===== config.mk =====
export PLATFORM = sky130hd
export DESIGN_NAME = key_step_ctrl
export DESIGN_NICKNAME = d
export VERILOG_FILES = /design/src/rtl/key_step_ctrl.sv
export SDC_FILE = /design/constraint.sdc
export NUM_CORES = 1
export LEC_CHECK = 0
export ABC_CLOCK_PERIOD_IN_PS = 2600
export CORE_UTILIZATION = 58
export DETAILED_ROUTE_END_ITERATION = 10
export PLACE_DENSITY = 0.82
export SLEW_MARGIN = 20
export SYNTH_ARGS = -nofsm -noshare
export SYNTH_HDL_FRONTEND = slang
export SYNTH_SLANG_ARGS = --single-unit

===== constraint.sdc =====
create_clock -name clk -period 2.6 [get_ports clk]
set_input_delay 0.65 -clock clk [delete_from_list [all_inputs] [get_ports clk]]
set_output_delay 0.65 -clock clk [all_outputs]
set_load 0.02 [all_outputs]

===== src/rtl/key_step_ctrl.sv =====
// rtl/key_step_ctrl.sv - pushbutton synchroniser, debouncer and step-pulse FSM for the up/down counter
// Optional feature macro: AUTO_REPEAT_EN (hold-to-repeat stepping while a key stays pressed).
module key_step_ctrl #(
   parameter int DEBOUNCE_CYCLES = 50000,
   parameter int HOLD_CYCLES     = 25000000,
   parameter int REPEAT_CYCLES   = 5000000
) (
   input  logic       clk,
   input  logic       reset,
   input  logic [1:0] key_n,
   output logic       enable,
   output logic       up_down,
   output logic [1:0] key_db
);

   // A zero-length debounce or repeat interval has no meaning; refuse to elaborate.
   if (DEBOUNCE_CYCLES < 1 || HOLD_CYCLES < 1 || REPEAT_CYCLES < 1) begin : g_param_check
      $error("key_step_ctrl: cycle parameters must be at least 1");
   end

   // Debounce counter only ever reaches DEBOUNCE_CYCLES-1 before it is cleared.
   localparam int CW = (DEBOUNCE_CYCLES > 1) ? $clog2(DEBOUNCE_CYCLES) : 1;
   localparam logic [CW-1:0] DB_LAST = CW'(DEBOUNCE_CYCLES - 1);

`ifdef AUTO_REPEAT_EN
   // One counter serves both the initial hold delay and the repeat period.
   localparam int HOLD_MAX = (HOLD_CYCLES > REPEAT_CYCLES) ? HOLD_CYCLES : REPEAT_CYCLES;
   localparam int HW       = (HOLD_MAX > 1) ? $clog2(HOLD_MAX) : 1;
   localparam logic [HW-1:0] HOLD_LAST = HW'(HOLD_CYCLES - 1);
   localparam logic [HW-1:0] REP_LAST  = HW'(REPEAT_CYCLES - 1);
`endif

   typedef enum logic [1:0] {
      S_IDLE    = 2'd0,
      S_HELD    = 2'd1,
      S_LOCKOUT = 2'd2
`ifdef AUTO_REPEAT_EN
      , S_REPEAT  = 2'd3
`endif
   } state_t;

   state_t     state_q, state_d;
   logic       enable_d;
   logic       up_down_d;
   logic [1:0] sync_a, sync_b;
   logic [1:0] key_s;
   logic       held_pressed;
   logic       other_pressed;
`ifdef AUTO_REPEAT_EN
   logic [HW-1:0] hold_q, hold_d;
`endif

   // Two-flop synchroniser per key; flops rest at 1 so a reset reads as "released".
   always_ff @(posedge clk or negedge reset) begin
      if (!reset) begin
         sync_a <= 2'b11;
         sync_b <= 2'b11;
      end else begin
         sync_a <= key_n;
         sync_b <= sync_a;
      end
   end

   // Synchronised level in active-high form: 1 means the button is pressed.
   assign key_s = ~sync_b;

   for (genvar i = 0; i < 2; i++) begin : g_debounce
      logic [CW-1:0] cnt;
      logic          db_r;

      // Accept a new level only after it has differed for DEBOUNCE_CYCLES cycles in a row.
      always_ff @(posedge clk or negedge reset) begin
         if (!reset) begin
            cnt  <= '0;
            db_r <= 1'b0;
         end else if (key_s[i] != db_r) begin
            if (cnt == DB_LAST) begin
               db_r <= key_s[i];
               cnt  <= '0;
            end else begin
               cnt <= cnt + CW'(1);
            end
         end else begin
            cnt <= '0;
         end
      end

      assign key_db[i] = db_r;
   end

   // up_down remembers which key started the current press: 1 -> KEY[0], 0 -> KEY[1].
   assign held_pressed  = up_down ? key_db[0] : key_db[1];
   assign other_pressed = up_down ? key_db[1] : key_db[0];

   // State register with registered step outputs, so enable is a clean one-cycle pulse.
   always_ff @(posedge clk or negedge reset) begin
      if (!reset) begin
         state_q <= S_IDLE;
         enable  <= 1'b0;
         up_down <= 1'b1;
`ifdef AUTO_REPEAT_EN
         hold_q  <= '0;
`endif
      end else begin
         state_q <= state_d;
         enable  <= enable_d;
         up_down <= up_down_d;
`ifdef AUTO_REPEAT_EN
         hold_q  <= hold_d;
`endif
      end
   end

   // Press FSM: one pulse per accepted press; any two-key overlap locks out until both are released.
   always_comb begin
      state_d   = state_q;
      enable_d  = 1'b0;
      up_down_d = up_down;
`ifdef AUTO_REPEAT_EN
      hold_d    = '0;
`endif
      case (state_q)
         S_IDLE: begin
            case (key_db)
               2'b01: begin
                  enable_d  = 1'b1;
                  up_down_d = 1'b1;
                  state_d   = S_HELD;
               end
               2'b10: begin
                  enable_d  = 1'b1;
                  up_down_d = 1'b0;
                  state_d   = S_HELD;
               end
               2'b11:   state_d = S_LOCKOUT;
               default: state_d = S_IDLE;
            endcase
         end
         S_HELD: begin
            if (other_pressed) begin
               state_d = S_LOCKOUT;
            end else if (!held_pressed) begin
               state_d = S_IDLE;
            end
`ifdef AUTO_REPEAT_EN
            else if (hold_q == HOLD_LAST) begin
               enable_d = 1'b1;
               state_d  = S_REPEAT;
            end else begin
               hold_d = hold_q + HW'(1);
            end
`endif
         end
`ifdef AUTO_REPEAT_EN
         S_REPEAT: begin
            if (other_pressed) begin
               state_d = S_LOCKOUT;
            end else if (!held_pressed) begin
               state_d = S_IDLE;
            end else if (hold_q == REP_LAST) begin
               enable_d = 1'b1;
            end else begin
               hold_d = hold_q + HW'(1);
            end
         end
`endif
         S_LOCKOUT: begin
            if (key_db == 2'b00) begin
               state_d = S_IDLE;
            end
         end
         default: state_d = S_IDLE;
      endcase
   end

endmodule


### Word level (Yosys, flattened, before mapping)

Cells that the tools add are included.

* output and inout bits: 4
* input bits: 4
* bits in registers: 42
* word-level logic and storage cells: 45

* add/sub/neg operators: 2
* bitwise gates (word level): 1
* eq/ne operators: 11
* reductions and logical operators: 8
* mux-type cells: 14

Operators by type and width (count)
* two-way mux 16 bit: 4
* adder 16 x 1 -> 16 bit, second input constant: 2
* equality test 16 bit, second input constant: 2
* AND reduction 2 bit: 4
* equality test 2 bit, second input constant: 3
* two-way mux 2 bit: 3
* case mux 2 bit (3 select lines): 1
* equality test 2 x 1 -> 1 bit, second input constant: 2
* logical NOT 2 bit: 2
* two-way mux 1 bit: 4
* case mux 2 bit (2 select lines): 1
* inequality test 3 bit, second input constant: 1
* inequality test 1 bit: 2
* inequality test 2 bit, second input constant: 1
* NOT 2 bit: 1
* case mux 1 bit (2 select lines): 1
* nonzero test 2 bit: 1
* OR reduction 2 bit: 1

### Depth between registers and ports, before layout

Gate-level depths: netlist (run 1).

* word-level depth: 4
* depth in mapped cells: 6
* depth with buffers taken out: 5

### Least setup slack after synthesis (run 1)

No wires, ideal clock.

* kind: reg-to-reg
* start point: register g_debounce[0].cnt[12]
* end point: register g_debounce[0].cnt[10]
* slack: 0.967 ns
* period minus slack after synthesis: 1.633 ns
* cell stages (with the launch flop): 6
* path buffers: 1
* arrival time: 1.514 ns
* required time: 2.481 ns
* setup time: 0.119 ns
* path through: dfrtp_1 nor4b_2 nand3_2 o41ai_4 buf_6 nor2_1

* word-level cells in the longest chain between the ends: 3

RTL lines
* start, declared: line 68 `logic [CW-1:0] cnt;`
* start signal, assigned: line 81 `cnt <= cnt + CW'(1);`
* equality test 16 bit: line 77 `if (cnt == DB_LAST) begin`
* two-way mux 16 bit: line 77
* two-way mux 16 bit: line 76 `end else if (key_s[i] != db_r) begin`

Every way passes these cells.
A chain may end at the register's enable or synchronous reset.

### Worst setup path after layout (run 1)

* start point: register up_down
* end point: output port up_down

RTL lines
* start, declared: line 12 `output logic up_down,`
* start signal, assigned: line 107 `up_down <= up_down_d;`

No word-level cell between the ends.

==> qor.yml, run 1 <==
routing:
  route.detailed.drc: 0
  drt_iter0_drc: 49
  routed_via_density: 5.52
  wl_mm: 3.36
  drtPass1Iterations: 4
  dr_total_vias: 1380
  ant_nets: 0
  wire_per_inst_um: 13.5
grt:
  grt_max_degree: 43
  grtUsageMet1_pct: 25.6
  grt_pass1_vias: 1441
  busiest_layer: "met2"
  met3_usage_pct: 4.90
  grt_use_total_pct: 22.7
  antenna_found_initial: 0
  grt-ovfl-total: 0
  grt_use_met2_pct: 41.9
  grt_pass1_wl_mm: 6.06
floorplan:
  core-area_sq_um: 3340
  die_w_um: 60.8
  die_y_um: 60.8
  num_rows: 21
  start_util_pct: 60.2
  pin_count: 8
  die_area_sq_um: 3700
clocking:
  cts_tree: "built"
  clk_latency_ns: 0.34
  cts.sinks: 42
  cts_buffer_depth: 2
  post_cts_resized: 0
  htreeDepth: 2
  ctsHoldBuffers: 0
  clkTransAtPathRegs_ns: 0.11
  numCtsBuffers: 5
  post_cts_buffers: 0
  cts_root_buffer: "clkbuf_4"
power_and_ir_drop:
  power_leakage_uw: 0.000856
  p_per_area_nw_per_um2: 522
  ir_drop_mv: 0.432
sta:
  worst_pin_slew_ns: 0.864
  rsz0062_at_grt: "false"
  finalCritPeriodShare_pct: 83.2
  worst_slack_ns: 0.436
  setup_viol: 0
  worst_clock_skew_ns: 0.0112
  fmax_ghz: 0.462
  finalHoldViolCount: 0
  period_minus_slack_ns: 2.16
  slew_violations: 0
  setup_tns_ns: 0
  relSlewSlack_pct: 42.4
worst_hold_path:
  hold_depth: 0
  min_path_type: "reg2reg"
worst_setup_path:
  critPathMaxStageDelay_ns: 0.60
  path_buf_inv: 1
  worst_ep_arrival_time_ns: 1.51
  path_max_fanout: 4
  setup.worst_path.class: "reg2out"
  required_ns: 1.95
  cp_slowest_cell: "clkdlybuf4s50_1"
  path_cells: "clkdlybuf4s50_1"
  crit_path_start_kind: "register"
  critPathCaptureType: "primary output"
  cp_top_family: "buffers and inverters"
  crit_cells: 1
  r2r_cells: 4
placement:
  io_buffer_count: 7
  dp_hpwl_mm: 2.44
  dp_slack_ns: 0.648
  placed_area_sq_um: 2100
  gp_congestion: 0.822
logic_synthesis:
  synthCells: 193
  ys_types: 28
  synth_nets: 202
  ys_warn_count: 0
  ys_seq_elements: 42
  seq_area_frac_synth_pct: 52.6
  synth.cell_area_sq_um: 2010
  avgSynthCellArea_sq_um: 10.4
cells_and_area:
  syn2layout_area_growth_pct: 8.79
  drive_gt1_share_pct: 8.33
  diodes: 0
  nets: 212
  fin_area_sq_um: 2180
flow_run:
  drv_cap: 0
run_status:
  outcome: "finished clean"
## per-stage QoR
stage | std cells | power [uW] | util, % | hold WS (ns)
floorplan | 193 | 708 | - | 0.345
global placement | 242 | 726 | 62.9 | 0.348
detailed placement | 242 | 728 | 62.9 | 0.350
CTS | 250 | 1150 | 65.5 | 0.367
global route | 250 | 1190 | 65.5 | 0.368
finish | 250 | 1140 | 65.5 | 0.365
## flip-flops by register name, indices dropped and copies added (netlist names)
register and cells:
enable 1, g_debounce.db_r 2, up_down 1, sync_a 2, sync_b 2, state_q 2, g_debounce.cnt 32
## layout by cell type (no fill, tap or decap), drive strengths merged, types with 7 or more instances in the layout
cell type  count
nand3         13
nor2          39
dfrtp         37
xnor2         26
clkbuf         7
inv           10
nor4           8
nor3           7
nand4          8
nand2         10
## synth_stat cells
cell type | instances | area share [%]
nor3b_1 | 1 | 0.37
and3_1 | 1 | 0.31
nand3_1 | 12 | 3.0
nor4b_1 | 1 | 0.44
nor2_1 | 39 | 7.3
dfstp_2 | 5 | 6.5
o41ai_4 | 1 | 1.4
nand4b_1 | 1 | 0.44
buf_2 | 1 | 0.25
dfrtp_1 | 37 | 46
nand3_2 | 1 | 0.50
xnor2_1 | 26 | 11
and4_1 | 1 | 0.44
nor4_1 | 8 | 2.5
buf_4 | 2 | 0.75
xor2_1 | 4 | 1.7
a311oi_1 | 1 | 0.44
ha_1 | 5 | 3.1
o21ai_0 | 3 | 0.75
nor3_1 | 7 | 1.7
nand2_1 | 10 | 1.9
mux2i_1 | 3 | 1.5
or3_4 | 1 | 0.56
nand4_1 | 8 | 2.5
buf_6 | 1 | 0.56
inv_1 | 10 | 1.9
nor4b_2 | 1 | 0.75
nor4bb_1 | 2 | 1.0
## per-layer routing
layer	share of wire (%)	wire, um	vias to the layer above
met5	0	0	-
li1	-	-	673
met4	0.71	24	0
met2	52	1760	18
met1	45	1500	687
met3	2.2	73	2
## power breakdown
| part | switching [uW] | internal (uW) | total, uW | leakage, uW |
|---|---|---|---|---|
| sequential | 9.67 | 666 | 676 | 0.000564 |
| clock | 197 | 230 | 427 | 0.0000455 |
| combinational | 25.6 | 12.7 | 38.3 | 0.000246 |
## final timing paths
check / startpoint / end / slack (ns)
min in group asynchronous: reset / g_debounce[0].cnt[12]$_DFF_PN0_ / 0.41
setup / recovery: up_down$_DFFE_PN1P_ / up_down / 0.44
max in group asynchronous: reset / g_debounce[1].cnt[12]$_DFF_PN0_ / 1.65
hold reg to reg: sync_a[0]$_DFF_PN1_ / sync_b[0]$_DFF_PN1_ / 0.37
hold / removal: sync_a[0]$_DFF_PN1_ / sync_b[0]$_DFF_PN1_ / 0.37
setup reg to reg: g_debounce[0].cnt[12]$_DFF_PN0_ / g_debounce[0].cnt[10]$_DFF_PN0_ / 0.63
## kinds of logic (layout without fill, tap and decap cells)
family                   Yosys count  in the layout  share of synthesized area, %
AND/OR/NAND/NOR                   94             94                          23.7
XOR/XNOR                          30             30                          13.1
adder cells (fa/ha/maj)            5              5                          3.12
buffers and inverters             14             25                          3.43
multiplexers                       3              3                          1.50
AO/OA/AOI/OAI                      5              5                          2.55
flip-flops                        42             42                          52.6
## cell type report
| class | count | area (sq um) |
|---|---|---|
| fill | 275 | 1150 |
| sequential | 42 | 1060 |
| multi-input combinational | 137 | 882 |
| timing repair buffer | 7 | 65.1 |
| tap | 46 | 57.6 |
| clock buffer | 7 | 55.1 |
| inverter | 10 | 37.5 |
| clock inverter | 1 | 30.0 |
(Power assumes the default switching activity.)
==> inputs of run 2 (changes only) <==
--- a/config.mk
+++ b/config.mk
@@ -5,7 +5,7 @@
 export SDC_FILE = /design/constraint.sdc
 export NUM_CORES = 1
 export LEC_CHECK = 0
-export ABC_CLOCK_PERIOD_IN_PS = 2600
+export ABC_CLOCK_PERIOD_IN_PS = 2200
 export CORE_UTILIZATION = 58
 export DETAILED_ROUTE_END_ITERATION = 10
 export PLACE_DENSITY = 0.82
==> constraint.sdc (replaced) <==
create_clock -name clk -period 2.2 [get_ports clk]
set_input_delay 0.55 -clock clk [delete_from_list [all_inputs] [get_ports clk]]
set_output_delay 0.55 -clock clk [all_outputs]
set_load 0.02 [all_outputs]
==> qor.yml, run 2 (synthesis gave the netlist of run 1 again) <==
cells_and_area:
  diodes: 0  # unchanged
  final_common_cell: "nor2_1"  # unchanged
  largest-register: "g_debounce.cnt"  # unchanged
  drive_gt1_share_pct: 9.66  # was 8.33%
  final_cell_mix: "39 x nor2_1, 37 x dfrtp_1, 26 x xnor2_1, 12 x nand3_1"  # unchanged
  fin_util_pct: 65.4  # was 65.5%
  largest_reg_flops: 32  # unchanged
  syn2layout_area_growth_pct: 8.66  # was 8.79%
  nets: 215  # was 212
grt:
  grt-ovfl-total: 0  # unchanged
  grt_pass1_wl_mm: 6.22  # was 6.06 mm
  antenna_found_initial: 0  # unchanged
  grt_use_total_pct: 23.4  # was 22.7%
  grt_max_degree: 43  # unchanged
  grt_pass1_vias: 1423  # was 1441
clocking:
  cts_tree: "built"  # unchanged
  post_cts_buffers: 0  # unchanged
  post_cts_resized: 0  # unchanged
  htreeDepth: 2  # unchanged
  cts_buffer_depth: 2  # unchanged
  ctsHoldBuffers: 0  # unchanged
  cts_root_buffer: "clkbuf_4"  # unchanged
  cts.sinks: 42  # unchanged
  clk_latency_ns: 0.34  # about the same
  clkTransAtPathRegs_ns: 0.11  # about the same
  numCtsBuffers: 5  # unchanged
sta:
  setup_viol: 0  # unchanged
  rsz0062_at_grt: "false"  # unchanged
  relSlewSlack_pct: 66.9  # was 42.4%
  worst_pin_slew_ns: 0.496  # was 0.864 ns
  finalHoldViolCount: 0  # unchanged
  period_minus_slack_ns: 2.08
  slew_violations: 0  # unchanged
  setup_tns_ns: 0  # unchanged
  worst_clock_skew_ns: 0.00824  # was 0.0112 ns
  hold_slack_ns: 0.240  # was 0.365 ns
  fmax_ghz: 0.480
  finalCritPeriodShare_pct: 94.6
power_and_ir_drop:
  fin_total_pwr_uw: 1230  # was 1140 uW
  seq_power_share_pct: 65.0  # was 59.2%
  ir_drop_mv: 0.471  # was 0.432 mV
  combPwrFrac_pct: 3.9  # was 3.4%
  p_per_area_nw_per_um2: 564  # was 522 nW/um^2
  clkPwrFrac_pct: 31.1  # was 37.4%
  switchingPower_uw: 271  # was 232 uW
  power_leakage_uw: 0.000859  # was 0.000856 uW
  p_int_uw: 959  # was 909 uW
  swShare_pct: 22.0  # was 20.4%
flow_run:
  drv_cap: 0  # unchanged
worst_setup_path:
  critPathLaunch: "up_down$_DFFE_PN1P_"  # unchanged
  crit_path_start_kind: "register"  # unchanged
  cp_slowest_cell: "clkdlybuf4s50_1"  # unchanged
  reg2reg_from: "g_debounce[0].cnt[10]$_DFF_PN0_"  # was g_debounce[0].cnt[12]$_DFF_PN0_
  path_cells: "clkdlybuf4s50_1"  # unchanged
  cp_top_family: "buffers and inverters"  # unchanged
  worst_ep_arrival_time_ns: 1.53  # was 1.51 ns
  critPathMaxStageDelay_ns: 0.61  # was 0.60 ns
  path_max_fanout: 4  # unchanged
  required_ns: 1.65  # was 1.95 ns
  setup.worst_path.class: "reg2out"  # unchanged
  critPathCaptureType: "primary output"  # unchanged
  path_buf_inv: 1  # unchanged
floorplan:
  die_area_sq_um: 3700  # unchanged
  core-area_sq_um: 3340  # unchanged
  start_util_pct: 60.2  # unchanged
  die_y_um: 60.8  # unchanged
  num_rows: 21  # unchanged
  pin_count: 8  # unchanged
  die_w_um: 60.8  # unchanged
routing:
  drt_iter0_drc: 149  # was 49
  route.detailed.drc: 0  # unchanged
  drtPass1Iterations: 4  # unchanged
  ant_nets: 0  # unchanged
  dr_total_vias: 1399  # was 1380
  wire_per_inst_um: 14.2  # was 13.5 um
  wl_mm: 3.59  # was 3.36 mm
  routed_via_density: 5.53  # was 5.52
worst_hold_path:
  min_path_type: "in2async"  # was reg2reg
placement:
  dp_hpwl_mm: 2.54  # was 2.44 mm
  io_buffer_count: 7  # unchanged
  gp_congestion: 0.894  # was 0.822
run_status:
  outcome: "finished clean"  # unchanged
-- run 2: layout make-up --
type                    count  area [sq um]
repair buffers             10          87.6
fillers                   283          1150
multi-input cells         137           882
inverters                  10          37.5
clock buffers               7          55.1
flip-flops and latches     42          1060
well taps                  46          57.6
clock inverters             1          5.00
-- run 2: worst paths after layout --
path	cells after the start	endpoint	slack [ns]
max	1	up_down	0.12
min	2	g_debounce[0].cnt[13]$_DFF_PN0_	0.24
max in group asynchronous	2	sync_b[0]$_DFF_PN1_	1.59
min in group clk	0	sync_b[1]$_DFF_PN1_	0.36
min reg2reg	0	sync_b[1]$_DFF_PN1_	0.36
max reg2reg	4	g_debounce[0].cnt[4]$_DFF_PN0_	0.43
-- run 2: metal layers --
metal,vias up,GRT usage (%),part of all wire [%]
met5,-,0,0
met4,0,9.74,0.81
met3,4,7.04,3.6
met2,29,40.3,53
met1,685,27.1,42
li1,681,-,-
-- run 2: stage by stage --
step	cells	area [sq um]	setup WS [ns]
after floorplan	193	2010	0.567
after global placement	245	2120	0.504
after detailed placement	245	2120	0.446
after CTS	253	2180	0.0991
after global routing	253	2180	0.0613
final	253	2180	0.118
-- run 2: power by group through the flow --
stage	combinational, uW	clock [uW]	sequential [uW]
6_report	47.8	383	800
3_3_place_gp	47.1	0	813
5_1_grt	56.9	431	802
2_1_floorplan	25.4	0	811
3_5_place_dp	49.3	0	814
4_1_cts	49.8	399	799
==> inputs of run 3 (changes only) <==
--- a/config.mk
+++ b/config.mk
@@ -7,8 +7,10 @@
 export LEC_CHECK = 0
 export ABC_CLOCK_PERIOD_IN_PS = 2200
 export CORE_UTILIZATION = 58
+export CTS_BUF_LIST = sky130_fd_sc_hd__clkbuf_4
 export DETAILED_ROUTE_END_ITERATION = 10
 export PLACE_DENSITY = 0.82
+export REMOVE_ABC_BUFFERS = 1
 export SLEW_MARGIN = 20
 export SYNTH_ARGS = -nofsm -noshare
 export SYNTH_HDL_FRONTEND = slang
==> qor.yml, run 3 (synthesis gave the netlist of run 1 again) <==
run_status:
  outcome: "finished clean"  # unchanged
worst_hold_path:
  min_path_type: "in2async"  # unchanged
routing:
  drt_iter0_drc: 82  # was 149
  route.detailed.drc: 0  # unchanged
  dr_total_vias: 1402  # was 1399
  wire_per_inst_um: 13.4  # was 14.2 um
  ant_nets: 0  # unchanged
  routed_via_density: 5.54  # was 5.53
  drtPass1Iterations: 4  # unchanged
  wl_mm: 3.39  # was 3.59 mm
sta:
  period_minus_slack_ns: 2.08  # about the same
  rsz0062_at_grt: "false"  # unchanged
  finalCritPeriodShare_pct: 94.6  # about the same
  setup_tns_ns: 0  # unchanged
  relSlewSlack_pct: 66.0  # was 66.9%
  slew_violations: 0  # unchanged
  setup_viol: 0  # unchanged
  worst_clock_skew_ns: 0.00796  # was 0.00824 ns
  worst_pin_slew_ns: 0.511  # was 0.496 ns
  fmax_ghz: 0.481  # was 0.480 GHz
  finalHoldViolCount: 0  # unchanged
grt:
  busiest_layer: "met2"  # unchanged
  grt-ovfl-total: 0  # unchanged
  grtUsageMet1_pct: 25.2  # was 27.1%
  grt_pass1_wl_mm: 5.90  # was 6.22 mm
  grt_max_degree: 43  # unchanged
  antenna_found_initial: 0  # unchanged
  grt_use_total_pct: 21.9  # was 23.4%
  grt_pass1_vias: 1409  # was 1423
  met3_usage_pct: 6.40  # was 7.04%
  grt_use_met2_pct: 39.6  # was 40.3%
cells_and_area:
  final_cell_mix: "39 x nor2_1, 37 x dfrtp_1, 26 x xnor2_1, 12 x nand3_1"  # unchanged
  syn2layout_area_growth_pct: 8.35  # was 8.66%
  fin_area_sq_um: 2180  # about the same
  nets: 215  # unchanged
  drive_gt1_share_pct: 9.66  # unchanged
  fill_cells: 274  # was 283
  largest-register: "g_debounce.cnt"  # unchanged
  diodes: 0  # unchanged
  final_common_cell: "nor2_1"  # unchanged
  largest_reg_flops: 32  # unchanged
worst_setup_path:
  critPathMaxStageDelay_ns: 0.61  # about the same
  worst_ep_arrival_time_ns: 1.53  # about the same
  reg2reg_from: "g_debounce[0].cnt[12]$_DFF_PN0_"  # was g_debounce[0].cnt[10]$_DFF_PN0_
  setup.worst_path.class: "reg2out"  # unchanged
  required_ns: 1.65  # about the same
  path_buf_inv: 1  # unchanged
  path_max_fanout: 4  # unchanged
  path_cells: "clkdlybuf4s50_1"  # unchanged
  cp_top_family: "buffers and inverters"  # unchanged
  cp_slowest_cell: "clkdlybuf4s50_1"  # unchanged
  crit_path_start_kind: "register"  # unchanged
  critPathLaunch: "up_down$_DFFE_PN1P_"  # unchanged
  critPathCaptureType: "primary output"  # unchanged
floorplan:
  pin_count: 8  # unchanged
  die_y_um: 60.8  # unchanged
  num_rows: 21  # unchanged
  die_area_sq_um: 3700  # unchanged
  start_util_pct: 60.2  # unchanged
  die_w_um: 60.8  # unchanged
  core-area_sq_um: 3340  # unchanged
clocking:
  cts.sinks: 42  # unchanged
  post_cts_buffers: 0  # unchanged
  clkTransAtPathRegs_ns: 0.12  # was 0.11 ns
  cts_root_buffer: "clkbuf_4"  # unchanged
  numCtsBuffers: 5  # unchanged
  htreeDepth: 2  # unchanged
  ctsHoldBuffers: 0  # unchanged
  clk_latency_ns: 0.34  # about the same
  cts_buffer_depth: 2  # unchanged
  post_cts_resized: 0  # unchanged
  cts_tree: "built"  # unchanged
flow_run:
  drv_cap: 0  # unchanged
placement:
  dp_hpwl_mm: 2.38  # was 2.54 mm
  placed_area_sq_um: 2120  # unchanged
  gp_congestion: 0.875  # was 0.894
  io_buffer_count: 7  # unchanged
power_and_ir_drop:
  p_per_area_nw_per_um2: 557  # was 564 nW/um^2
  fin_total_pwr_uw: 1210  # was 1230 uW
  power_leakage_uw: 0.000852  # was 0.000859 uW
  ir_drop_mv: 0.402  # was 0.471 mV
## run 3: power breakdown
group,internal [uW],switching [uW],total [uW]
Clock,119,245,364
Sequential,787,11.9,799
Combinational,17.1,31.3,48.4
## run 3: path summary, 6_finish.rpt
path | endpoint | slack, ns | cells past startpoint
setup reg to reg | g_debounce[0].cnt[8]$_DFF_PN0_ | 0.56 | 5
max in group asynchronous | up_down$_DFFE_PN1P_ | 1.59 | 2
hold / removal | g_debounce[0].cnt[14]$_DFF_PN0_ | 0.25 | 2
setup / recovery | up_down | 0.12 | 1
min in group clk | sync_b[0]$_DFF_PN1_ | 0.36 | 0
hold reg to reg | sync_b[0]$_DFF_PN1_ | 0.36 | 0
## run 3: layout make-up
cell class	count	area, sq um	share of cell area, %
clock buffer	5	37.5	1.73
inverter	10	37.5	1.73
tap	46	57.6	2.65
multi-input combinational	137	882	40.5
clock inverter	3	16.3	0.748
sequential	42	1060	48.6
timing repair buffer	10	87.6	4.03
## run 3: per-layer routing
layer	vias to the layer above	share of wire, %
li1	678	-
met5	-	0
met3	6	2.8
met4	0	1.0
met2	24	53
met1	694	43
## run 3: through the flow
step / setup WS, ns / utilization [%] / hold WS (ns) / std cells
final: 0.119 / 65.2 / 0.249 / 253
after global routing: 0.0614 / 65.2 / 0.283 / 253
after CTS: 0.101 / 65.2 / 0.257 / 253
after detailed placement: 0.502 / 63.6 / 0.347 / 245
after global placement: 0.511 / 63.6 / 0.349 / 245
after floorplan: 0.491 / - / 0.254 / 189
